`src/rtl/err_inject_pkg.sv`:
```
// Shared encodings and constants for the error injector and its LFSR.
package err_inject_pkg;

    localparam int unsigned LFSR_W = 32;

    localparam logic [LFSR_W-1:0] LFSR_POLY    = 32'h8020_0003;
    localparam logic [LFSR_W-1:0] DEFAULT_SEED = 32'hACE1_0001;

    typedef enum logic [1:0] {
        MODE_OFF   = 2'b00,
        MODE_RAND  = 2'b01,
        MODE_SHOT  = 2'b10,
        MODE_BURST = 2'b11
    } mode_e;

    typedef enum logic [1:0] {
        ST_IDLE  = 2'b00,
        ST_ARMED = 2'b01,
        ST_BURST = 2'b10
    } state_e;

endpackage

```
`src/rtl/err_inject_ctrl_if.sv`:
```
// Data path and control bundle of the error injector; the DUT uses the slave side.
interface err_inject_ctrl_if #(
    parameter int unsigned DATA_W    = 80,
    parameter int unsigned RATE_W    = 16,
    parameter int unsigned MAX_FLIPS = 4,
    parameter int unsigned BURST_W   = 8,
    parameter int unsigned CNT_W     = 32
);
    localparam int unsigned NF_W = $clog2(MAX_FLIPS + 1);

    logic               en;
    logic               din_valid;
    logic [DATA_W-1:0]  din;
    logic [1:0]         mode;
    logic [RATE_W-1:0]  rate;
    logic [NF_W-1:0]    num_flips;
    logic               trigger;
    logic [BURST_W-1:0] burst_len;
    logic               clr_count;

    logic               dout_valid;
    logic [DATA_W-1:0]  dout;
    logic [DATA_W-1:0]  err_mask;
    logic               err_flag;
    logic [CNT_W-1:0]   inj_count;
    logic               busy;

    modport master (
        output en, din_valid, din, mode, rate, num_flips, trigger, burst_len, clr_count,
        input  dout_valid, dout, err_mask, err_flag, inj_count, busy
    );

    modport slave (
        input  en, din_valid, din, mode, rate, num_flips, trigger, burst_len, clr_count,
        output dout_valid, dout, err_mask, err_flag, inj_count, busy
    );

endinterface

```
`src/rtl/err_lfsr32.sv`:
```
// 32-bit right-shifting Galois LFSR with advance enable and reset seed.
module err_lfsr32
    import err_inject_pkg::*;
#(
    parameter logic [LFSR_W-1:0] SEED = DEFAULT_SEED,
    parameter logic [LFSR_W-1:0] POLY = LFSR_POLY
) (
    input  logic              clk,
    input  logic              rst_n,
    input  logic              adv,
    output logic [LFSR_W-1:0] state
);

    logic [LFSR_W-1:0] lfsr_q;
    logic [LFSR_W-1:0] lfsr_d;

    always_comb begin
        lfsr_d = lfsr_q;
        if (adv) begin
            lfsr_d = {1'b0, lfsr_q[LFSR_W-1:1]} ^ (lfsr_q[0] ? POLY : '0);
        end
    end

    always_ff @(posedge clk or negedge rst_n) begin
        if (!rst_n) begin
            lfsr_q <= SEED;
        end else begin
            lfsr_q <= lfsr_d;
        end
    end

    assign state = lfsr_q;

endmodule

```
`src/rtl/err_inject_ctrl.sv`:
```
// Word-level error injector: random, single-shot and burst corruption of
// adjacent bits, with registered data, mask and saturating injection count.
module err_inject_ctrl
    import err_inject_pkg::*;
#(
    parameter int unsigned       DATA_W    = 80,
    parameter int unsigned       RATE_W    = 16,
    parameter int unsigned       MAX_FLIPS = 4,
    parameter int unsigned       BURST_W   = 8,
    parameter int unsigned       CNT_W     = 32,
    parameter logic [LFSR_W-1:0] SEED      = DEFAULT_SEED
) (
    input  logic              clk,
    input  logic              rst,
    err_inject_ctrl_if.slave  bus
);

    localparam int unsigned NF_W  = $clog2(MAX_FLIPS + 1);
    localparam int unsigned IDX_W = $clog2(DATA_W);

    // Adjacent-bit mask starting at sel mod DATA_W, wrapping to bit 0.
    function automatic logic [DATA_W-1:0] flip_mask(input logic [15:0] sel,
                                                    input logic [NF_W-1:0] nf);
        logic [DATA_W-1:0] m;
        logic [IDX_W-1:0]  pos;
        logic [NF_W-1:0]   n;
        m   = '0;
        n   = (nf == '0) ? NF_W'(1) : ((32'(nf) > MAX_FLIPS) ? NF_W'(MAX_FLIPS) : nf);
        pos = IDX_W'(32'(sel) % DATA_W);
        for (int unsigned i = 0; i < MAX_FLIPS; i++) begin
            if (i < 32'(n)) begin
                m[pos] = 1'b1;
            end
            pos = (32'(pos) == DATA_W - 1) ? '0 : pos + IDX_W'(1);
        end
        return m;
    endfunction

    state_e             state_q, state_d;
    logic [BURST_W-1:0] bcnt_q, bcnt_d;
    logic               dout_valid_q, dout_valid_d;
    logic [DATA_W-1:0]  dout_q, dout_d;
    logic [DATA_W-1:0]  err_mask_q, err_mask_d;
    logic               err_flag_q, err_flag_d;
    logic [CNT_W-1:0]   inj_count_q, inj_count_d;
    logic               busy_q, busy_d;

    logic [LFSR_W-1:0]  lfsr;
    logic               word_c;
    logic               corrupt_c;
    mode_e              mode_c;

    assign mode_c = mode_e'(bus.mode);
    assign word_c = bus.en && bus.din_valid;

    err_lfsr32 #(
        .SEED (SEED),
        .POLY (LFSR_POLY)
    ) u_lfsr (
        .clk   (clk),
        .rst_n (rst),
        .adv   (word_c),
        .state (lfsr)
    );

    // Corruption decision, FSM next state and registered output values.
    always_comb begin
        state_d      = state_q;
        bcnt_d       = bcnt_q;
        corrupt_c    = 1'b0;

        if (bus.en) begin
            unique case (state_q)
                ST_IDLE: begin
                    if (word_c && mode_c == MODE_RAND) begin
                        corrupt_c = (lfsr[RATE_W-1:0] < bus.rate);
                    end
                    // A triggering word itself is never corrupted.
                    if (bus.trigger && mode_c == MODE_SHOT) begin
                        state_d = ST_ARMED;
                    end else if (bus.trigger && mode_c == MODE_BURST) begin
                        state_d = ST_BURST;
                        bcnt_d  = (bus.burst_len == '0) ? BURST_W'(1) : bus.burst_len;
                    end
                end
                ST_ARMED: begin
                    if (mode_c != MODE_SHOT) begin
                        state_d = ST_IDLE;
                    end else if (word_c) begin
                        corrupt_c = 1'b1;
                        state_d   = ST_IDLE;
                    end
                end
                ST_BURST: begin
                    if (mode_c != MODE_BURST) begin
                        state_d = ST_IDLE;
                        bcnt_d  = '0;
                    end else if (word_c) begin
                        corrupt_c = 1'b1;
                        bcnt_d    = bcnt_q - BURST_W'(1);
                        if (bcnt_q == BURST_W'(1)) begin
                            state_d = ST_IDLE;
                        end
                    end
                end
                default: begin
                    state_d = ST_IDLE;
                    bcnt_d  = '0;
                end
            endcase
        end

        err_mask_d   = corrupt_c ? flip_mask(lfsr[31:16], bus.num_flips) : '0;
        dout_d       = bus.din ^ err_mask_d;
        dout_valid_d = bus.din_valid;
        err_flag_d   = |err_mask_d;
        busy_d       = (state_d != ST_IDLE);

        inj_count_d = inj_count_q;
        if (bus.clr_count) begin
            inj_count_d = '0;
        end else if (corrupt_c && inj_count_q != '1) begin
            inj_count_d = inj_count_q + CNT_W'(1);
        end
    end

    always_ff @(posedge clk or negedge rst) begin
        if (!rst) begin
            state_q      <= ST_IDLE;
            bcnt_q       <= '0;
            dout_valid_q <= 1'b0;
            dout_q       <= '0;
            err_mask_q   <= '0;
            err_flag_q   <= 1'b0;
            inj_count_q  <= '0;
            busy_q       <= 1'b0;
        end else begin
            state_q      <= state_d;
            bcnt_q       <= bcnt_d;
            dout_valid_q <= dout_valid_d;
            dout_q       <= dout_d;
            err_mask_q   <= err_mask_d;
            err_flag_q   <= err_flag_d;
            inj_count_q  <= inj_count_d;
            busy_q       <= busy_d;
        end
    end

    assign bus.dout_valid = dout_valid_q;
    assign bus.dout       = dout_q;
    assign bus.err_mask   = err_mask_q;
    assign bus.err_flag   = err_flag_q;
    assign bus.inj_count  = inj_count_q;
    assign bus.busy       = busy_q;

endmodule

```
`src/flat_wrapper.sv`:
```
// flat-port wrapper written by rule: the top's interface ports become plain ports
module err_inject_ctrl_flat import err_inject_pkg::*;
#(
    parameter int unsigned       DATA_W    = 80,
    parameter int unsigned       RATE_W    = 16,
    parameter int unsigned       MAX_FLIPS = 4,
    parameter int unsigned       BURST_W   = 8,
    parameter int unsigned       CNT_W     = 32,
    parameter logic [LFSR_W-1:0] SEED      = DEFAULT_SEED
)
  (clk, rst, bus_en, bus_din_valid, bus_din, bus_mode, bus_rate, bus_num_flips, bus_trigger, bus_burst_len, bus_clr_count, bus_dout_valid, bus_dout, bus_err_mask, bus_err_flag, bus_inj_count, bus_busy);
  err_inject_ctrl_if #(.DATA_W(DATA_W), .RATE_W(RATE_W), .MAX_FLIPS(MAX_FLIPS), .BURST_W(BURST_W), .CNT_W(CNT_W)) bus_i ();
  input  logic clk;
  input  logic rst;
  input wire logic [$bits(bus_i.en)-1:0] bus_en;
  input wire logic [$bits(bus_i.din_valid)-1:0] bus_din_valid;
  input wire logic [$bits(bus_i.din)-1:0] bus_din;
  input wire logic [$bits(bus_i.mode)-1:0] bus_mode;
  input wire logic [$bits(bus_i.rate)-1:0] bus_rate;
  input wire logic [$bits(bus_i.num_flips)-1:0] bus_num_flips;
  input wire logic [$bits(bus_i.trigger)-1:0] bus_trigger;
  input wire logic [$bits(bus_i.burst_len)-1:0] bus_burst_len;
  input wire logic [$bits(bus_i.clr_count)-1:0] bus_clr_count;
  output wire logic [$bits(bus_i.dout_valid)-1:0] bus_dout_valid;
  output wire logic [$bits(bus_i.dout)-1:0] bus_dout;
  output wire logic [$bits(bus_i.err_mask)-1:0] bus_err_mask;
  output wire logic [$bits(bus_i.err_flag)-1:0] bus_err_flag;
  output wire logic [$bits(bus_i.inj_count)-1:0] bus_inj_count;
  output wire logic [$bits(bus_i.busy)-1:0] bus_busy;
  assign bus_i.en = bus_en;
  assign bus_i.din_valid = bus_din_valid;
  assign bus_i.din = bus_din;
  assign bus_i.mode = bus_mode;
  assign bus_i.rate = bus_rate;
  assign bus_i.num_flips = bus_num_flips;
  assign bus_i.trigger = bus_trigger;
  assign bus_i.burst_len = bus_burst_len;
  assign bus_i.clr_count = bus_clr_count;
  assign bus_dout_valid = bus_i.dout_valid;
  assign bus_dout = bus_i.dout;
  assign bus_err_mask = bus_i.err_mask;
  assign bus_err_flag = bus_i.err_flag;
  assign bus_inj_count = bus_i.inj_count;
  assign bus_busy = bus_i.busy;
  err_inject_ctrl #(.DATA_W(DATA_W), .RATE_W(RATE_W), .MAX_FLIPS(MAX_FLIPS), .BURST_W(BURST_W), .CNT_W(CNT_W), .SEED(SEED)) u_core (.clk(clk), .rst(rst), .bus(bus_i));
endmodule
```
`config.mk`:
```
export PLATFORM = sky130hd
export DESIGN_NAME = err_inject_ctrl_flat
export DESIGN_NICKNAME = d
export VERILOG_FILES = /design/src/rtl/err_inject_pkg.sv /design/src/rtl/err_inject_ctrl_if.sv /design/src/rtl/err_lfsr32.sv /design/src/rtl/err_inject_ctrl.sv /design/src/flat_wrapper.sv
export SDC_FILE = /design/constraint.sdc
export NUM_CORES = 1
export LEC_CHECK = 0
export ABC_AREA = 1
export BUFFER_PORTS_ARGS = -buffer_cell sky130_fd_sc_hd__buf_2
export CAP_MARGIN = 30
export CORE_MARGIN = 1
export CORE_UTILIZATION = 42
export CTS_CLUSTER_SIZE = 25
export DETAILED_ROUTE_END_ITERATION = 8
export PLACE_DENSITY = 0.64
export SYNTH_ARGS = -nofsm -noshare
export SYNTH_HDL_FRONTEND = slang
export SYNTH_SLANG_ARGS = --single-unit
```
`constraint.sdc`:
```
create_clock -name clk -period 13.8 [get_ports clk]
set_input_delay 0.69 -clock clk [delete_from_list [all_inputs] [get_ports clk]]
set_output_delay 0.69 -clock clk [all_outputs]
set_load 0.01 [all_outputs]
```
# == Word-level counts from Yosys, hierarchy flattened ==
# Index checks and enable logic that the tools add are counted.
# classes
n_reduce_logical,16
bitwise_logic,6
eq_ne,15
n_lt_le_gt_ge,14
mux,42
addsub,5
n_div,1
# ops
cell,count
$mux 80,5
$or 80x80->80,3
$mux 32,3
$reduce_or 80->1,1
$xor 80x80->80,1
$mux 8,5
$add 32x1->32 const B,1
$lt 7x8->1 const B,4
$mod 16x7->32 const B,1
$ne 32x32->1 const B,1
$xor 31x32->32,1
$demux 1 s7,4
$ge 7x1->1 const B,4
$pmux 8 s3,1
$add 7x1->7 const B,3
$eq 7x7->1 const B,3
$mux 7,3
$lt 16x16->1,1
$mux 2,8
$logic_and 1x1->1,9
$mux 1,9
$eq 8x1->1 const B,1
$logic_not 8->1,1
$sub 8x1->8 const B,1
other kinds (16),25
# totals
register_bits,237
out_inout_bits,195
inputBits,115

# == Longest topological paths before layout ==
# Gate-level depths: netlist of the first run.
# depth
ltp_word,15
depth_mapped,81
mapped_depth_nobuf,79

# == Cells and area by module ==
# From an unflattened synthesis of the first run, not the netlist that was laid out.
# hier_totals
hier_cells,2120
area_unflattened_um2,16000.3
# modules_own_cells
mod,n_inst,area_per_inst_um2,seq_area_each_um2,cells_per_inst
err_inject_ctrl,1,14740.4,5129.9,1979
err_lfsr32,1,1260.0,812.0,141

# == Worst setup path after synthesis of the first run ==
# Ideal clock, no wire load.
# synth_path
path_type,reg-to-reg
start,reg u_core.u_lfsr.lfsr_q[30] (netlist: u_core.u_lfsr.state[30])
end,reg u_core.err_flag_q (netlist: u_core.bus.err_flag)
t_arrival_ns,7.970
required_time_ns,13.681
path_slack_ns,5.711
setup_time_ns,0.119
stages_incl_launch_ff,68
path_buffers,3
cell_sequence,dfrtp_1 > nor2_2 > inv_2 > ha_1 > o21ai_4 > nand2_1 > o21ai_1 > nand3_1 > nand2_4 > nand3_4 > nand2_1 > nand2_1 > nor2_4 > nand3_2 > nand2_1 > nand2_1 > inv_2 > nand2_2 > [32 not listed] > nand2_1 > ha_1 > nor2_1 > nand3_1 > o21ai_1 > nand2_1 > nand2_2 > nor2_2 > nand2_1 > nand2_1 > nand2_1 > nand2_1 > nor2_1 > nand2_1 > nor2_1 > nand2_1 > nor2_1 > nand2_1
# synth_between
elab_chain_cells,15
# synth_rtl
element,line,rtl
"start, declared",err_lfsr32.sv:14,logic [LFSR_W-1:0] lfsr_q;
"start signal, assigned",err_lfsr32.sv:28,lfsr_q <= lfsr_d;
$mod 16x7->32 *,err_inject_ctrl.sv:29,pos = IDX_W'(32'(sel) % DATA_W);
$add 7x1->7 / $eq 7x7->1 (equally long branches),err_inject_ctrl.sv:34,pos = (32'(pos) == DATA_W - 1) ? '0 : pos + IDX_W'(1);
$mux 7,err_inject_ctrl.sv:34,
"$add 7x1->7, or another cell as far along",err_inject_ctrl.sv:34,
$mux 7 / $logic_and 1x1->1 (equally long branches),"err_inject_ctrl.sv:34, err_inject_ctrl.sv:32",
"$add 7x1->7, or another cell as far along",err_inject_ctrl.sv:34,
"$mux 7, or another cell as far along",err_inject_ctrl.sv:34,
"$lt 7x8->1 (not written as such), or another cell as far along",err_inject_ctrl.sv:32,m[pos] = 1'b1;
"$logic_and 1x1->1 (not written as such), or another cell as far along",err_inject_ctrl.sv:32,
$mux 1 (not written as such) / $or 80x80->80 (equally long branches),n/a,
$demux 1 s7 / $mux 80 (equally long branches),n/a,
$or 80x80->80 (no source line),n/a,
$mux 80 *,err_inject_ctrl.sv:31,if (i < 32'(n)) begin
$mux 80 *,err_inject_ctrl.sv:113,"err_mask_d = corrupt_c ? flip_mask(lfsr[31:16], bus.num_flips) : '0;"
$reduce_or 80->1 *,err_inject_ctrl.sv:116,err_flag_d = |err_mask_d;
net u_core.err_flag_d,err_inject_ctrl.sv:44,"logic err_flag_q, err_flag_d;"
"end signal, assigned",err_inject_ctrl.sv:143,err_flag_q <= err_flag_d;
"end, declared",err_inject_ctrl.sv:44,
# Mark *: on every way through the listed nets, which the timed path passes. The rest lies on a longest branch.
# A chain may end at the register's enable or synchronous reset.

# == Worst setup path in the final report of the first run ==
# Same ends and word-level chain as after synthesis.

==> results.ini, run 1 <==
[sta]
hold_viol_final = 0
maxSlewHeadroom_pct = 22.1
skew_ps = 18.4
setup_slack_ps = 2630
rsz0062_at_grt = false
setup_viol = 0
layout_min_cycle_time_ps = 11170
tightest_slew_ps = 1160
drv_slew = 0
post-route-period-util_pct = 81.0
finalSetupTns_ps = 0
timing.fmax_mhz = 89.5

[place]
post-dp-hpwl_um = 36100
dpl_worst_slack_ps = 2770
port_buffers = 309
dpl_cell_area_mm2 = 0.0173
gp_congestion = 0.985

[clocking]
numCtsBuffers = 27
clkTransAtPathRegs_ps = 60
cts_max_path_buffers = 3
clock_sinks = 237
post_cts_resize_count = 0
cts_setup_buffers = 0
cts_root_buffer = clkbuf_16
cts_tree = yes
hold_buffers = 0
insertion_delay_ps = 560
h-tree-depth = 1

[global_route]
track_usage_pct = 25.1
grt-ovfl-total = 0
grt_max_degree = 86
antenna_found_initial = 3
grt_pass1_vias = 13800
grt_pass1_wl_um = 72600

[die]
die_x_um = 192
die_y_um = 192
num_rows = 69
initial_core_util_pct = 42.7
coreArea_mm2 = 0.0356
pin_count = 310
fp.dieArea_mm2 = 0.0369

[setup_path]
cp.depth = 64
arrival_ps = 11680
crit_buf_inv = 6
cp-endpoint = u_core.bus.err_flag
r2r_end = u_core.bus.err_flag
path_class = reg -> reg
worstPathRequired_ps = 14310
cpMaxStageDelayCell = nand3b_2
crit_path_start = u_core.u_lfsr.state[30]
cpMostUsedCell = nand2_1
reg2reg_slack_ps = 2630
cp_max_fo = 30
slowest_delay_ps = 730
cp-start-kind = flop
r2r_cells = 64
critical-path-top-delay-family = simple AND/OR/NAND/NOR gates
r2r_start = u_core.u_lfsr.state[30]
cp-end-kind = flop

[detailed_routing]
wl_per_cell_um = 16.5
route.detailed.drc = 0
routed_wl_um = 47500
viasPerCell = 5.20
dr.pass1.iters = 6
ant_nets = 0
drt-initial-drc-count = 1295
vias = 15000

[finish]
multi_input_area_mm2 = 0.00812
drive_gt1_share_pct = 22.8
final_net_count = 2534
fin_area_mm2 = 0.0184
fill_cells = 3493
regArea_mm2 = 0.00594
syn_to_final_growth_pct = 21.1

[synth]
syn_inst = 2071
synth_ff_type = dfrtp_1
synth.cell_area_mm2 = 0.0152
seq_area_frac_synth_pct = 39.2
synthArstFlopShare_pct = 100
avgSynthCellArea_um2 = 7.33
ys_ff_latch = 237
syn_nets = 2209
synth-warning-count = 0
synth_edf_count = 0
ys_types = 55

[outcome]
status = finished clean

[run]
drv_cap = 0

[min_path]
hold_path_class = in -> async

## synthesized netlist by cell type (3+ instances only)
cell type / instances / area share (%)
a211oi_1: 6 / 0.30
a21oi_1: 110 / 3.6
a21oi_2: 16 / 0.92
a22oi_1: 4 / 0.20
buf_1: 5 / 0.12
buf_2: 6 / 0.20
buf_4: 5 / 0.25
buf_6: 6 / 0.45
clkbuf_1: 11 / 0.27
clkinv_1: 5 / 0.12
dfrtp_1: 228 / 38
dfstp_2: 9 / 1.6
ha_1: 23 / 1.9
inv_1: 224 / 5.5
inv_2: 28 / 0.69
nand2_1: 631 / 16
nand2_2: 35 / 1.4
nand2_4: 10 / 0.74
nand3_1: 110 / 3.6
nand3_2: 16 / 1.1
nand3_4: 6 / 0.69
nand3b_1: 5 / 0.25
nand4_1: 39 / 1.6
nor2_1: 163 / 4.0
nor2_2: 16 / 0.66
nor2_4: 15 / 1.1
nor2_8: 5 / 0.66
nor3_1: 27 / 0.89
nor4_1: 19 / 0.78
o211ai_1: 7 / 0.35
o21a_1: 7 / 0.35
o21ai_0: 135 / 4.5
o21ai_1: 8 / 0.26
o22ai_1: 3 / 0.12
or2_2: 4 / 0.16
xnor2_1: 71 / 4.1
xor2_1: 30 / 1.7
## area by class of cell
type,instances,area share [%]
diodes,2,0.0272
clock buffers,38,4.39
clock inverters,11,1.13
inverters,257,5.25
multi-input cells,1544,44.2
flip-flops and latches,237,32.3
well taps,461,3.14
repair buffers,329,9.57
## stage by stage
stage | std cells | utilization (%) | hold WS (ps)
2_1_floorplan | 2071 | - | 394
3_3_place_gp | 2817 | 48.4 | 497
3_5_place_dp | 2826 | 48.7 | 502
4_1_cts | 2875 | 51.6 | 126
5_1_grt | 2879 | 51.7 | 138
6_report | 2879 | 51.7 | 94.1
## metal layers
layer / GRT usage [%] / part of all wire [%] / vias to the layer above
li1: - / - / 7308
met1: 31.8 / 41 / 6924
met2: 42.4 / 47 / 606
met3: 5.19 / 8.1 / 117
met4: 8.42 / 3.3 / 2
met5: 0 / 0.023 / -
## registers in the layout, summed over array words and instances, names as in the netlist
signal	count
u_core.bcnt_q	8
u_core.bus.busy	1
u_core.bus.dout	80
u_core.bus.dout_valid	1
u_core.bus.err_flag	1
u_core.bus.err_mask	80
u_core.bus.inj_count	32
u_core.state_q	2
u_core.u_lfsr.state	32
## kinds of logic (layout without fill, tap and decap cells)
kind of cell | Yosys count | in the layout | synth area share [%]
other cells | 0 | 2 | 0
flops | 237 | 237 | 39.2
fa+ha+maj | 23 | 23 | 1.90
buf+inv | 290 | 635 | 7.64
simple gates | 1110 | 1110 | 33.9
xor+xnor | 102 | 102 | 6.01
compound gates | 309 | 309 | 11.4
## cell usage in the layout, fill, tap and decap left out, types with 10 or more instances in the layout
cell       netlist  routed
nand2_1        631     630
buf_2            6     309
dfrtp_1        228     228
inv_1          224     224
nor2_1         163     163
o21ai_0        135     135
nand3_1        110     110
a21oi_1        110     110
xnor2_1         71      71
nand4_1         39      39
nand2_2         35      36
xor2_1          30      30
inv_2           28      28
clkbuf_16        0      27
nor3_1          27      23
ha_1            23      23
nor2_2          16      16
nand3_2         16      16
a21oi_2         16      16
nor4_1          19      16
nor2_4          15      15
buf_4            5      12
nand2_4         10      10
## how the worst min path moves through the flow
| stage | start | end | depth (start not counted) |
|---|---|---|---|
| final | rst | u_core.bus.dout[4] | 1 |
| after global routing | rst | u_core.bus.dout[4] | 1 |
| after CTS | rst | u_core.bus.err_flag | 1 |
| after detailed placement | u_core.u_lfsr.state[23] | u_core.u_lfsr.state[23] | 2 |
| after global placement | u_core.u_lfsr.state[23] | u_core.u_lfsr.state[23] | 2 |
| after floorplan | rst | u_core.bcnt_q[0] | 0 |
Power of run 1 is left out: the tool's default activity adds up to more than one toggle a clock period on the data nets, which glitch-free logic cannot reach.
==> inputs of run 2 (changes only) <==
- ABC_AREA: 1 -> 0
- clock period: 13.8 -> 10.4 ns (I/O delays scaled with it)
==> run 2 against run 1 <==
Critical path depth down 30. Synthesized cell count down 17%. Clock-buffer cell count down 8. Register-to-register slack worse by 2100 ps. Area after synthesis up 2.5%. Wire length up 22%. Worst setup slack worse by 2100 ps. Global-route usage up 4.9 points. Non-clock buffer count up 121. Maximum frequency up 13%. Design area up 5.5%. Final cell count down 9.9%.
==> results.ini, run 2 <==
[outcome]
status = finished clean  ; unchanged

[synth]
ys_ff_latch = 237  ; unchanged
synth_ff_type = dfrtp_1  ; unchanged
synthArstFlopShare_pct = 100  ; unchanged
seq_area_frac_synth_pct = 38.2  ; was 39.2%
synth_commonest_cells = dfrtp_1 (228), nand2_1 (151), nor2_1 (148)  ; was nand2_1 (631), dfrtp_1 (228), inv_1 (224)
syn_nets = 1861  ; was 2209
synth-warning-count = 0  ; unchanged
synth_most_common_cell = dfrtp_1  ; was nand2_1
yosys-top-cells-area = dfrtp_1 (37%), xor2_1 (5.6%), nand2_1 (3.6%)  ; was dfrtp_1 (38%), nand2_1 (16%), inv_1 (5.5%)
synth.cell_area_mm2 = 0.0156  ; was 0.0152 mm^2
synth_area_leader_cell = dfrtp_1  ; unchanged
avgSynthCellArea_um2 = 9.03  ; was 7.33 um^2
synth_edf_count = 0  ; unchanged
ys_types = 119  ; was 55
yosysTopAreaCellShare_pct = 36.7  ; was 37.6%
syn_inst = 1723  ; was 2071

[sta]
maxSlewHeadroom_pct = 19.2  ; was 22.1%
hold_viol_final = 0  ; unchanged
timing.fmax_mhz = 101  ; was 89.5 MHz
skew_ps = 15.4  ; was 18.4 ps
post-route-period-util_pct = 94.8  ; was 81.0%
setup_viol = 0  ; unchanged
drv_slew = 0  ; unchanged
tightest_slew_ps = 1210  ; was 1160 ps
layout_min_cycle_time_ps = 9860  ; was 11170 ps

[die]
die_y_um = 194  ; was 192 um
die_x_um = 194  ; was 192 um
coreArea_mm2 = 0.0365  ; was 0.0356 mm^2
num_rows = 70  ; was 69
fp.dieArea_mm2 = 0.0378  ; was 0.0369 mm^2
initial_core_util_pct = 42.6  ; was 42.7%
pin_count = 310  ; unchanged

[clocking]
insertion_delay_ps = 540  ; was 560 ps
cts_root_buffer = clkbuf_16  ; unchanged
clock_sinks = 237  ; unchanged
cts_tree = yes  ; unchanged
h-tree-depth = 1  ; unchanged
cts_max_path_buffers = 3  ; unchanged
numCtsBuffers = 24  ; was 27
hold_buffers = 0  ; unchanged
clkTransAtPathRegs_ps = 70  ; was 60 ps

[setup_path]
cpMostUsedCell = buf_4  ; was nand2_1
arrival_ps = 10270  ; was 11680 ps
slowest_delay_ps = 580  ; was 730 ps
cp-start-kind = flop  ; unchanged
path_class = reg -> reg  ; unchanged
worstPathRequired_ps = 10810  ; was 14310 ps
cpMaxStageDelayCell = or4_1  ; was nand3b_2
cp_max_fo = 13  ; was 30
cp-end-kind = flop  ; unchanged

[global_route]
grt_pass1_wl_um = 89200  ; was 72600 um
antenna_found_initial = 2  ; was 3
track_usage_pct = 30.1  ; was 25.1%
grt_max_degree = 97  ; was 86
grt_pass1_vias = 15100  ; was 13800
grt-ovfl-total = 0  ; unchanged

[detailed_routing]
viasPerCell = 6.13  ; was 5.20
drt-initial-drc-count = 2255  ; was 1295
dr.pass1.iters = 8  ; was 6
routed_wl_um = 58200  ; was 47500 um
wl_per_cell_um = 22.4  ; was 16.5 um
route.detailed.drc = 0  ; unchanged
ant_nets = 0  ; unchanged
vias = 15900  ; was 15000

[place]
port_buffers = 309  ; unchanged
post-dp-hpwl_um = 45000  ; was 36100 um
gp_congestion = 1.03  ; was 0.985

[finish]
final_cell_mix = buf_2 (310), dfrtp_1 (228), nand2_1 (151)  ; was nand2_1 (630), buf_2 (309), dfrtp_1 (228)
drive_gt1_share_pct = 29.6  ; was 22.8%
fill_cells = 3390  ; was 3493
syn_to_final_growth_pct = 24.6  ; was 21.1%
regArea_mm2 = 0.00594  ; unchanged
final_net_count = 2245  ; was 2534
multi_input_area_mm2 = 0.00916  ; was 0.00812 mm^2
utilization_pct = 53.1  ; was 51.7%
final_common_cell = buf_2  ; was nand2_1

[min_path]
hold_path_class = in -> async  ; unchanged

[run]
drv_cap = 0  ; unchanged

[run 2: changes by cell type after synthesis, moves of 30 or more]
cell | previous run | this run
nand2_2 | 35 | 1
and3_1 | 0 | 30
inv_1 | 224 | 52
clkbuf_1 | 11 | 52
o22ai_1 | 3 | 79
nand3_1 | 110 | 65
o21ai_0 | 135 | 68
xor2_1 | 30 | 99
a222oi_1 | 0 | 34
nand2_1 | 631 | 151
[run 2: what timing repair did]
item,CTS,global route
resized for setup,0,31
buffers inserted,0,7
endpoints found under the setup margin,0,103
[run 2: critical path: cells and delay by family (launching register included)]
kind / cells / cell delay (ps)
AO/OA/AOI/OAI: 16 / 4860
buffers and inverters: 4 / 630
flip-flops: 1 / 410
XOR/XNOR: 1 / 240
adder cells (fa/ha/maj): 1 / 360
AND/OR/NAND/NOR: 12 / 3210
[run 2: logic make-up (layout without fill, tap and decap cells)]
kind of cell	Yosys count	after routing	share of synthesized area, %
flops	237	237	38.2
compound gates	508	508	24.4
xor+xnor	146	146	8.32
simple gates	625	625	20.6
buf+inv	146	548	4.01
fa+ha+maj	25	25	1.99
other cells	0	1	0
mux	36	36	2.52
[run 2: cell type report]
| type | instances | share of cell area, % |
|---|---|---|
| inverters | 54 | 1.05 |
| well taps | 468 | 3.02 |
| clock buffers | 30 | 3.32 |
| repair buffers | 450 | 13.6 |
| flip-flops and latches | 237 | 30.6 |
| clock inverters | 14 | 1.10 |
| multi-input cells | 1340 | 47.2 |
| diodes | 1 | 0.0129 |
[run 2: metrics by stage]
step,area [um^2],setup WS [ps],setup TNS (ps),instances,hold WS (ps)
after floorplan,15600,1180,0,1723,224
after global placement,18300,420,0,2539,496
after detailed placement,18300,207,0,2541,499
after CTS,19200,185,0,2585,13.0
after global routing,19400,-48.6,-48.6,2594,42.7
final,19400,543,0,2594,2.58
[run 2: path summary, 6_finish.rpt]
kind	startpoint	to	slack, ps	cells after the start
worst max register to register	u_core.u_lfsr.state[30]	u_core.bus.err_flag	540	34
min in group clk	bus_din[26]	u_core.bus.dout[26]	160	2
worst min-delay path	rst	u_core.bus.dout[1]	3	1
worst max-delay path	u_core.u_lfsr.state[30]	u_core.bus.err_flag	540	34
worst min register to register	u_core.bcnt_q[5]	u_core.bcnt_q[5]	520	2
max in group asynchronous	rst	u_core.u_lfsr.state[18]	9040	2
[run 2: per-layer routing]
metal  wire (um)  global-route usage (%)  up-vias
met5          13                       0        -
met4        1930                    9.76        2
met3        5230                    5.78      116
met2       26800                    48.9      838
met1       24200                    40.1     7699
li1            -                       -     7236
Power of run 2 is left out for the same reason.
